File: src/rtl/fpu_pkg.sv
// -----------------------------------------------------------------------------
// fpu_pkg
// Shared types and helpers for the floating-point multiplier arbiter.
//   arb_state_t : sequencer states
//   exp_width() : IEEE-754 exponent width for a 16/32/64-bit word
//   qnan()      : canonical quiet NaN (sign 0, exponent all ones, fraction MSB 1)
//                 returned right-aligned in a MAX_SIZE-bit word
// -----------------------------------------------------------------------------
package fpu_pkg;

  localparam int MAX_SIZE = 64;

  typedef enum logic [2:0] {
    IDLE,
    ISSUE,
    WAIT_LOW,
    WAIT_DONE,
    RESP
  } arb_state_t;

  // 16 -> 5, 32 -> 8, 64 -> 11
  function automatic int exp_width(input int size);
    return 5 + ($clog2(size) - 4) * 3;
  endfunction

  // Exponent field plus the fraction MSB form one contiguous run of ones
  // just below the sign bit.
  function automatic logic [MAX_SIZE-1:0] qnan(input int size);
    int ew;
    ew = exp_width(size);
    return ((MAX_SIZE'(1) << (ew + 1)) - MAX_SIZE'(1)) << (size - 2 - ew);
  endfunction

endpackage

File: src/rtl/fpu_mul_arbiter_if.sv
// -----------------------------------------------------------------------------
// fpu_mul_arbiter_if
// Bundles the requester-side and multiplier-side signals of fpu_mul_arbiter.
//   Requester side : i_req, i_op_a, i_op_b  -> o_gnt, o_valid, o_result, o_busy
//   Multiplier side: o_mul_start, o_mul_a, o_mul_b <- i_mul_done, i_mul_result
//   o_timeout exists only when FPU_ARB_TIMEOUT_EN is defined.
// Modports:
//   slave  : the arbiter itself
//   master : the environment (requesters plus multiplier)
// -----------------------------------------------------------------------------
interface fpu_mul_arbiter_if #(
  parameter int SIZE  = 64,
  parameter int N_REQ = 4
);

  logic [N_REQ-1:0]            i_req;
  logic [N_REQ-1:0][SIZE-1:0]  i_op_a;
  logic [N_REQ-1:0][SIZE-1:0]  i_op_b;
  logic [N_REQ-1:0]            o_gnt;
  logic [N_REQ-1:0]            o_valid;
  logic [SIZE-1:0]             o_result;
  logic                        o_busy;
  logic                        o_mul_start;
  logic [SIZE-1:0]             o_mul_a;
  logic [SIZE-1:0]             o_mul_b;
  logic                        i_mul_done;
  logic [SIZE-1:0]             i_mul_result;
`ifdef FPU_ARB_TIMEOUT_EN
  logic                        o_timeout;
`endif

  modport slave (
`ifdef FPU_ARB_TIMEOUT_EN
    output o_timeout,
`endif
    input  i_req, i_op_a, i_op_b, i_mul_done, i_mul_result,
    output o_gnt, o_valid, o_result, o_busy, o_mul_start, o_mul_a, o_mul_b
  );

  modport master (
`ifdef FPU_ARB_TIMEOUT_EN
    input  o_timeout,
`endif
    output i_req, i_op_a, i_op_b, i_mul_done, i_mul_result,
    input  o_gnt, o_valid, o_result, o_busy, o_mul_start, o_mul_a, o_mul_b
  );

endinterface

File: src/rtl/rr_pick.sv
// -----------------------------------------------------------------------------
// rr_pick
// Combinational round-robin selector. Searches req upward starting at
// last_ptr+1 with wrap-around and returns the first set bit.
//   req      : pending requests
//   last_ptr : index of the previous winner (search starts just above it)
//   gnt      : one-hot winner (all zero when nothing is pending)
//   idx      : binary index of the winner
//   any      : at least one request pending
// -----------------------------------------------------------------------------
module rr_pick #(
  parameter int N_REQ = 4,
  parameter int PTR_W = $clog2(N_REQ)
) (
  input  logic [N_REQ-1:0] req,
  input  logic [PTR_W-1:0] last_ptr,
  output logic [N_REQ-1:0] gnt,
  output logic [PTR_W-1:0] idx,
  output logic             any
);

  logic [PTR_W-1:0] cand;

  always_comb begin
    // NOTE: every variable gets a default before the search loop, otherwise
    // paths that never match would hold the old value and infer a latch.
    gnt  = '0;
    idx  = '0;
    any  = 1'b0;
    cand = '0;
    // i runs 1..N_REQ so the previous winner is tried last.
    for (int i = 1; i <= N_REQ; i++) begin
      cand = PTR_W'((int'(last_ptr) + i) % N_REQ);
      if (!any && req[cand]) begin
        any       = 1'b1;
        gnt[cand] = 1'b1;
        idx       = cand;
      end
    end
  end

endmodule

File: src/rtl/fpu_mul_arbiter.sv
// -----------------------------------------------------------------------------
// fpu_mul_arbiter
// Shares one floating-point multiplier among N_REQ requesters. A round-robin
// pick in IDLE latches the winner's operands, ISSUE pulses o_gnt/o_mul_start,
// WAIT_LOW waits for the multiplier to drop done (start accepted), WAIT_DONE
// waits for done to return and captures the product, RESP pulses o_valid.
//
// Ports:
//   i_clk, i_rst : clock, asynchronous active-high reset
//   bus          : fpu_mul_arbiter_if.slave (requester and multiplier signals)
//
// Parameters: SIZE (word width), N_REQ (requesters), TIMEOUT_CYCLES (watchdog).
// Build option FPU_ARB_TIMEOUT_EN: adds a watchdog over the two wait states
// that ends a stuck operation with o_timeout and a quiet-NaN result.
// -----------------------------------------------------------------------------
module fpu_mul_arbiter
  import fpu_pkg::*;
#(
  parameter int SIZE           = 64,
  parameter int N_REQ          = 4,
  parameter int TIMEOUT_CYCLES = 1024
) (
  input  logic            i_clk,
  input  logic            i_rst,
  fpu_mul_arbiter_if.slave bus
);

  localparam int PTR_W = $clog2(N_REQ);

  arb_state_t       state_q, state_d;
  logic [PTR_W-1:0] last_ptr_q, last_ptr_d;
  logic [N_REQ-1:0] gnt_q, gnt_d;
  logic [N_REQ-1:0] valid_q, valid_d;
  logic [SIZE-1:0]  result_q, result_d;
  logic [SIZE-1:0]  mul_a_q, mul_a_d;
  logic [SIZE-1:0]  mul_b_q, mul_b_d;
  logic             start_q, start_d;
  logic             busy_q, busy_d;

  logic [N_REQ-1:0] pick_gnt;
  logic [PTR_W-1:0] pick_idx;
  logic             pick_any;
  logic [N_REQ-1:0] winner_oh;

`ifdef FPU_ARB_TIMEOUT_EN
  localparam int              CNT_W = $clog2(TIMEOUT_CYCLES) + 1;
  localparam logic [CNT_W-1:0] LIMIT = CNT_W'(TIMEOUT_CYCLES - 1);
  localparam logic [SIZE-1:0]  QNAN  = SIZE'(qnan(SIZE));

  logic [CNT_W-1:0] cnt_q, cnt_d;
  logic             timeout_q, timeout_d;
`endif

  rr_pick #(
    .N_REQ (N_REQ),
    .PTR_W (PTR_W)
  ) u_pick (
    .req      (bus.i_req),
    .last_ptr (last_ptr_q),
    .gnt      (pick_gnt),
    .idx      (pick_idx),
    .any      (pick_any)
  );

  // last_ptr always holds the current owner once an operation has started.
  assign winner_oh = N_REQ'(1) << last_ptr_q;

  always_comb begin
    state_d    = state_q;
    last_ptr_d = last_ptr_q;
    gnt_d      = '0;
    valid_d    = '0;
    start_d    = 1'b0;
    result_d   = result_q;
    mul_a_d    = mul_a_q;
    mul_b_d    = mul_b_q;
`ifdef FPU_ARB_TIMEOUT_EN
    cnt_d      = cnt_q;
    timeout_d  = 1'b0;
`endif

    case (state_q)
      IDLE: begin
        if (pick_any) begin
          last_ptr_d = pick_idx;
          mul_a_d    = bus.i_op_a[pick_idx];
          mul_b_d    = bus.i_op_b[pick_idx];
          gnt_d      = pick_gnt;
          start_d    = 1'b1;
          state_d    = ISSUE;
        end
      end
      ISSUE: begin
        state_d = WAIT_LOW;
      end
      // done is a level that is high while the multiplier is idle, so a low
      // level is the only proof the start was taken.
      WAIT_LOW: begin
        if (!bus.i_mul_done) state_d = WAIT_DONE;
      end
      WAIT_DONE: begin
        if (bus.i_mul_done) begin
          result_d = bus.i_mul_result;
          valid_d  = winner_oh;
          state_d  = RESP;
        end
      end
      RESP: begin
        state_d = IDLE;
      end
      default: begin
        state_d = IDLE;
      end
    endcase

`ifdef FPU_ARB_TIMEOUT_EN
    if (state_q == ISSUE) cnt_d = '0;
    if (state_q == WAIT_LOW || state_q == WAIT_DONE) begin
      cnt_d = cnt_q + 1'b1;
      // A normal completion in the same cycle wins over the watchdog.
      if (cnt_q == LIMIT && !(state_q == WAIT_DONE && bus.i_mul_done)) begin
        state_d   = IDLE;
        timeout_d = 1'b1;
        valid_d   = winner_oh;
        result_d  = QNAN;
      end
    end
`endif

    busy_d = (state_d != IDLE);
  end

  // NOTE: state is updated with non-blocking assignments so every flop
  // samples the pre-edge value of every other flop, independent of order.
  always_ff @(posedge i_clk or posedge i_rst) begin
    if (i_rst) begin
      // NOTE: operand and result registers are reset as well, because they
      // drive outputs that must read zero straight out of reset.
      state_q    <= IDLE;
      last_ptr_q <= PTR_W'(N_REQ - 1);
      gnt_q      <= '0;
      valid_q    <= '0;
      result_q   <= '0;
      mul_a_q    <= '0;
      mul_b_q    <= '0;
      start_q    <= 1'b0;
      busy_q     <= 1'b0;
    end else begin
      state_q    <= state_d;
      last_ptr_q <= last_ptr_d;
      gnt_q      <= gnt_d;
      valid_q    <= valid_d;
      result_q   <= result_d;
      mul_a_q    <= mul_a_d;
      mul_b_q    <= mul_b_d;
      start_q    <= start_d;
      busy_q     <= busy_d;
    end
  end

`ifdef FPU_ARB_TIMEOUT_EN
  always_ff @(posedge i_clk or posedge i_rst) begin
    if (i_rst) begin
      cnt_q     <= '0;
      timeout_q <= 1'b0;
    end else begin
      cnt_q     <= cnt_d;
      timeout_q <= timeout_d;
    end
  end

  assign bus.o_timeout = timeout_q;
`endif

  assign bus.o_gnt       = gnt_q;
  assign bus.o_valid     = valid_q;
  assign bus.o_result    = result_q;
  assign bus.o_busy      = busy_q;
  assign bus.o_mul_start = start_q;
  assign bus.o_mul_a     = mul_a_q;
  assign bus.o_mul_b     = mul_b_q;

endmodule

File: src/flat_wrapper.sv
// flat-port wrapper written by rule: the top's interface ports become plain ports
module fpu_mul_arbiter_flat import fpu_pkg::*;
#(
  parameter int SIZE           = 64,
  parameter int N_REQ          = 4,
  parameter int TIMEOUT_CYCLES = 1024
)
  (i_clk, i_rst, bus_i_req, bus_i_op_a, bus_i_op_b, bus_i_mul_done, bus_i_mul_result, bus_o_gnt, bus_o_valid, bus_o_result, bus_o_busy, bus_o_mul_start, bus_o_mul_a, bus_o_mul_b);
  fpu_mul_arbiter_if #(.SIZE(SIZE), .N_REQ(N_REQ)) bus_i ();
  input  logic i_clk;
  input  logic i_rst;
  input wire logic [$bits(bus_i.i_req)-1:0] bus_i_req;
  input wire logic [$bits(bus_i.i_op_a)-1:0] bus_i_op_a;
  input wire logic [$bits(bus_i.i_op_b)-1:0] bus_i_op_b;
  input wire logic [$bits(bus_i.i_mul_done)-1:0] bus_i_mul_done;
  input wire logic [$bits(bus_i.i_mul_result)-1:0] bus_i_mul_result;
  output wire logic [$bits(bus_i.o_gnt)-1:0] bus_o_gnt;
  output wire logic [$bits(bus_i.o_valid)-1:0] bus_o_valid;
  output wire logic [$bits(bus_i.o_result)-1:0] bus_o_result;
  output wire logic [$bits(bus_i.o_busy)-1:0] bus_o_busy;
  output wire logic [$bits(bus_i.o_mul_start)-1:0] bus_o_mul_start;
  output wire logic [$bits(bus_i.o_mul_a)-1:0] bus_o_mul_a;
  output wire logic [$bits(bus_i.o_mul_b)-1:0] bus_o_mul_b;
  assign bus_i.i_req = bus_i_req;
  assign bus_i.i_op_a = bus_i_op_a;
  assign bus_i.i_op_b = bus_i_op_b;
  assign bus_i.i_mul_done = bus_i_mul_done;
  assign bus_i.i_mul_result = bus_i_mul_result;
  assign bus_o_gnt = bus_i.o_gnt;
  assign bus_o_valid = bus_i.o_valid;
  assign bus_o_result = bus_i.o_result;
  assign bus_o_busy = bus_i.o_busy;
  assign bus_o_mul_start = bus_i.o_mul_start;
  assign bus_o_mul_a = bus_i.o_mul_a;
  assign bus_o_mul_b = bus_i.o_mul_b;
  fpu_mul_arbiter #(.SIZE(SIZE), .N_REQ(N_REQ), .TIMEOUT_CYCLES(TIMEOUT_CYCLES)) u_core (.i_clk(i_clk), .i_rst(i_rst), .bus(bus_i));
endmodule
File: config.mk
export PLATFORM = sky130hd
export DESIGN_NAME = fpu_mul_arbiter_flat
export DESIGN_NICKNAME = d
export VERILOG_FILES = /design/src/rtl/fpu_pkg.sv /design/src/rtl/fpu_mul_arbiter_if.sv /design/src/rtl/rr_pick.sv /design/src/rtl/fpu_mul_arbiter.sv /design/src/flat_wrapper.sv
export SDC_FILE = /design/constraint.sdc
export NUM_CORES = 1
export LEC_CHECK = 0
export BUFFER_PORTS_ARGS = -buffer_cell sky130_fd_sc_hd__buf_2
export CAP_MARGIN = 5
export CORE_AREA = 3 3 309 311
export DETAILED_ROUTE_END_ITERATION = 10
export DIE_AREA = 0 0 312 314
export PLACE_DENSITY = 0.37
export SETUP_SLACK_MARGIN = 0.05
export SLEW_MARGIN = 20
export SYNTH_ARGS = -nofsm -noshare
export SYNTH_HDL_FRONTEND = slang
export SYNTH_SLANG_ARGS = --single-unit
File: constraint.sdc
create_clock -name i_clk -period 6.3 [get_ports i_clk]
set_input_delay 0.63 -clock i_clk [delete_from_list [all_inputs] [get_ports i_clk]]
set_output_delay 0.63 -clock i_clk [all_outputs]
set_load 0.005 [all_outputs]
==> results.sh <==
export IMPL_portBuffers=784
export IMPL_status="finished, final reports clean"
export IMPL_synth_edf_count=0
export IMPL_finalCriticalPeriod_ps=4610
export IMPL_hold_buffers=0
export IMPL_area_growth_pct=45.1
export IMPL_worst_setup_path_type="reg2reg"
export IMPL_totalWireLength_um=77400
export IMPL_dp_final_hpwl_um=54500
export IMPL_finalNonFillerCells=3641
export IMPL_clock_path_buffers=3
export IMPL_avgSynthCellArea_um2=8.29
export IMPL_die_x_um=312
export IMPL_synth_seq_cells=207
export IMPL_clock_latency_ps=620
export IMPL_synth_common_cells="nand2_1 (322), dfrtp_1 (205), inv_1 (131), nand2b_1 (130), o21ai_0 (130)"
export IMPL_synth_most_common_cell="nand2_1"
export IMPL_initial_core_util=0.149
export IMPL_skew_ps=17.1
export IMPL_cp_start_kind="flip-flop"
export IMPL_fill_cells=10500
export IMPL_drv_slew=0
export IMPL_final_setup_viol_count=0
export IMPL_first_pass_iters=5
export IMPL_synth_area_leader_cell="dfrtp_1"
export IMPL_synth_cell_area_mm2=0.0139
export IMPL_place_congestion=0.808
export IMPL_syn_inst=1676
export IMPL_cp_max_fo=47
export IMPL_clock_sinks=207
export IMPL_relSlewSlack=0.343
export IMPL_hp_class="in2async"
export IMPL_worstPathRequired_ps=6820
export IMPL_fin_crit_sh=0.733
export IMPL_rsz0062_at_grt="no"
export IMPL_cp_data_arrival_time_ps=5140
export IMPL_ant_nets=0
export IMPL_power_density_mw_per_mm2=556
export IMPL_maxCapViolCount=0
export IMPL_overflow=0
export IMPL_grt_max_degree=137
export IMPL_dr_total_vias=15652
export IMPL_cts_tree="done"
export IMPL_cts_buffers=30
export IMPL_drtIter0Drc=1150
export IMPL_post_cts_buffers=0
export IMPL_cts_clk_slew_worst_paths_ps=70
export IMPL_timing_fmax_mhz=217
export IMPL_clockRootBuffer="clkbuf_16"
export IMPL_synth_cell_type_count=51
export IMPL_boundaryPins=785
export IMPL_total_power_uw=11200
export IMPL_post_cts_resized=0
export IMPL_wl_per_cell_um=21.3
export IMPL_async_flop_share=1.00
export IMPL_p_leak_uw=0.00982
export IMPL_hold_viol=0
export IMPL_crit_path_end_kind="flip-flop"
export IMPL_synth_top_area_share=0.369
export IMPL_vdd_drop_max_mv=0.482
export IMPL_layout_drive_gt1_share=0.374
export IMPL_tightest_slew_ps=985
export IMPL_drcViolationCount=0
export IMPL_syn_num_nets=2267
export IMPL_yosysWarningCount=0
export IMPL_viasPerCell=4.30
export IMPL_grt_pass1_vias=15951
export IMPL_die_area_mm2=0.0980
export IMPL_tns_ps=0
export IMPL_die_h_um=314
export IMPL_dominantRegCellSynth="dfrtp_1"
export IMPL_fp_row_count=112
export IMPL_grt_usage=0.149
export IMPL_core_area_mm2=0.0930
export IMPL_grt_pass1_wl_um=112000
export IMPL_synth_top_cells_by_area="dfrtp_1 (37%), mux2i_1 (9.3%), nand2_1 (8.7%)"
export IMPL_place_inst=3578
export IMPL_yosysSeqAreaShare=0.373
export IMPL_antenna_found_initial=13
export IMPL_htree_levels=1
export IMPL_final_nets=2947
worst max-delay path, stage by stage (launching register included):
cell,delay (ps)
dfstp_4,1010
inv_1,290
ha_1,510
mux4_2,590
nor2_1,150
a2111o_2,540
nor2_4,410
buf_4,530
o2111ai_1,240
o211ai_1,150
power breakdown:
part	total, uW	internal [uW]	switching [uW]
sequential	2400	2000	406
clock	1820	1060	760
combinational	6980	2480	4510
total	11200	5530	5670
cell families after synthesis:
group | count (synthesis) | share of synthesized area
AO/OA/AOI/OAI | 545 | 0.272
multiplexers | 134 | 0.100
XOR/XNOR | 1 | 0.000631
flip-flops | 207 | 0.373
buffers and inverters | 293 | 0.0872
adder cells (fa/ha/maj) | 8 | 0.00720
AND/OR/NAND/NOR | 488 | 0.160
cell type report:
| cell class | instances | area, um^2 | area share |
|---|---|---|---|
| Sequential cell | 207 | 5190 | 0.257 |
| Antenna cell | 7 | 17.5 | 0.000869 |
| Timing Repair Buffer | 808 | 4270 | 0.212 |
| Inverter | 133 | 503 | 0.0250 |
| Multi-Input combinational cell | 1176 | 7570 | 0.375 |
| Clock inverter | 16 | 169 | 0.00838 |
| Clock buffer | 40 | 878 | 0.0436 |
| Tap cell | 1254 | 1570 | 0.0778 |
worst paths after layout:
path / startpoint / depth (start not counted) / slack (ps) / end
max: u_core.last_ptr_q[0]$_DFFE_PP1P_ / 9 / 1690 / u_core.bus.o_mul_b[9]$_DFFE_PP0P_
min: i_rst / 2 / 100 / u_core.bus.o_mul_b[11]$_DFFE_PP0P_
max reg2reg: u_core.last_ptr_q[0]$_DFFE_PP1P_ / 9 / 1690 / u_core.bus.o_mul_b[9]$_DFFE_PP0P_
min reg2reg: u_core.bus.o_result[7]$_DFFE_PP0P_ / 2 / 470 / u_core.bus.o_result[7]$_DFFE_PP0P_
max in group asynchronous: i_rst / 3 / 4940 / u_core.bus.o_mul_a[29]$_DFFE_PP0P_
min in group i_clk: bus_i_mul_result[6] / 3 / 200 / u_core.bus.o_result[6]$_DFFE_PP0P_
sequential cells by signal, indices dropped and copies added (netlist names):
register / count
u_core.bus.o_mul_start: 1
u_core.last_ptr_q: 2
u_core.bus.o_valid: 4
u_core.bus.o_gnt: 4
u_core.bus.o_mul_a: 64
u_core.state_q: 3
u_core.bus.o_busy: 1
u_core.bus.o_result: 64
u_core.bus.o_mul_b: 64
cells in the final DEF, fill, tap and decap left out, drive strengths merged, types with 3 or more instances in the layout:
| cell type | Yosys | routed |
|---|---|---|
| and2 | 6 | 6 |
| ha | 8 | 8 |
| clkinv | 1 | 9 |
| a221oi | 4 | 4 |
| nor3 | 3 | 3 |
| buf | 55 | 808 |
| inv | 132 | 133 |
| clkbuf | 105 | 40 |
| nor2 | 16 | 16 |
| diode | 0 | 7 |
| o2111ai | 126 | 126 |
| a22oi | 4 | 4 |
| clkinvlp | 0 | 5 |
| a21oi | 5 | 5 |
| nand2b | 130 | 130 |
| a31oi | 127 | 127 |
| mux2i | 129 | 129 |
| dfrtp | 205 | 205 |
| nand2 | 323 | 323 |
| mux4 | 4 | 4 |
| nor2b | 4 | 4 |
| o21ai | 132 | 132 |
| o211ai | 127 | 127 |
| o22ai | 5 | 5 |
per-layer routing:
metal / track usage / share of wire / wire (um)
met4: 0.0327 / 0.019 / 1490
met2: 0.269 / 0.51 / 39800
met5: 0 / 0.00097 / 75
met1: 0.179 / 0.40 / 30900
met3: 0.0352 / 0.066 / 5090
metrics by stage:
step | setup slack [ps] | utilization | instance area [um^2] | hold slack [ps]
6_report | 1690 | 0.217 | 20200 | 95.2
5_1_grt | 1410 | 0.217 | 20200 | 94.6
4_1_cts | 1680 | 0.216 | 20100 | 62.6
3_5_place_dp | 1690 | 0.205 | 19100 | 457
3_3_place_gp | 1830 | 0.205 | 19100 | 453
2_1_floorplan | 2540 | - | 13900 | 456
No activity file was read; power rests on OpenSTA's default activity.
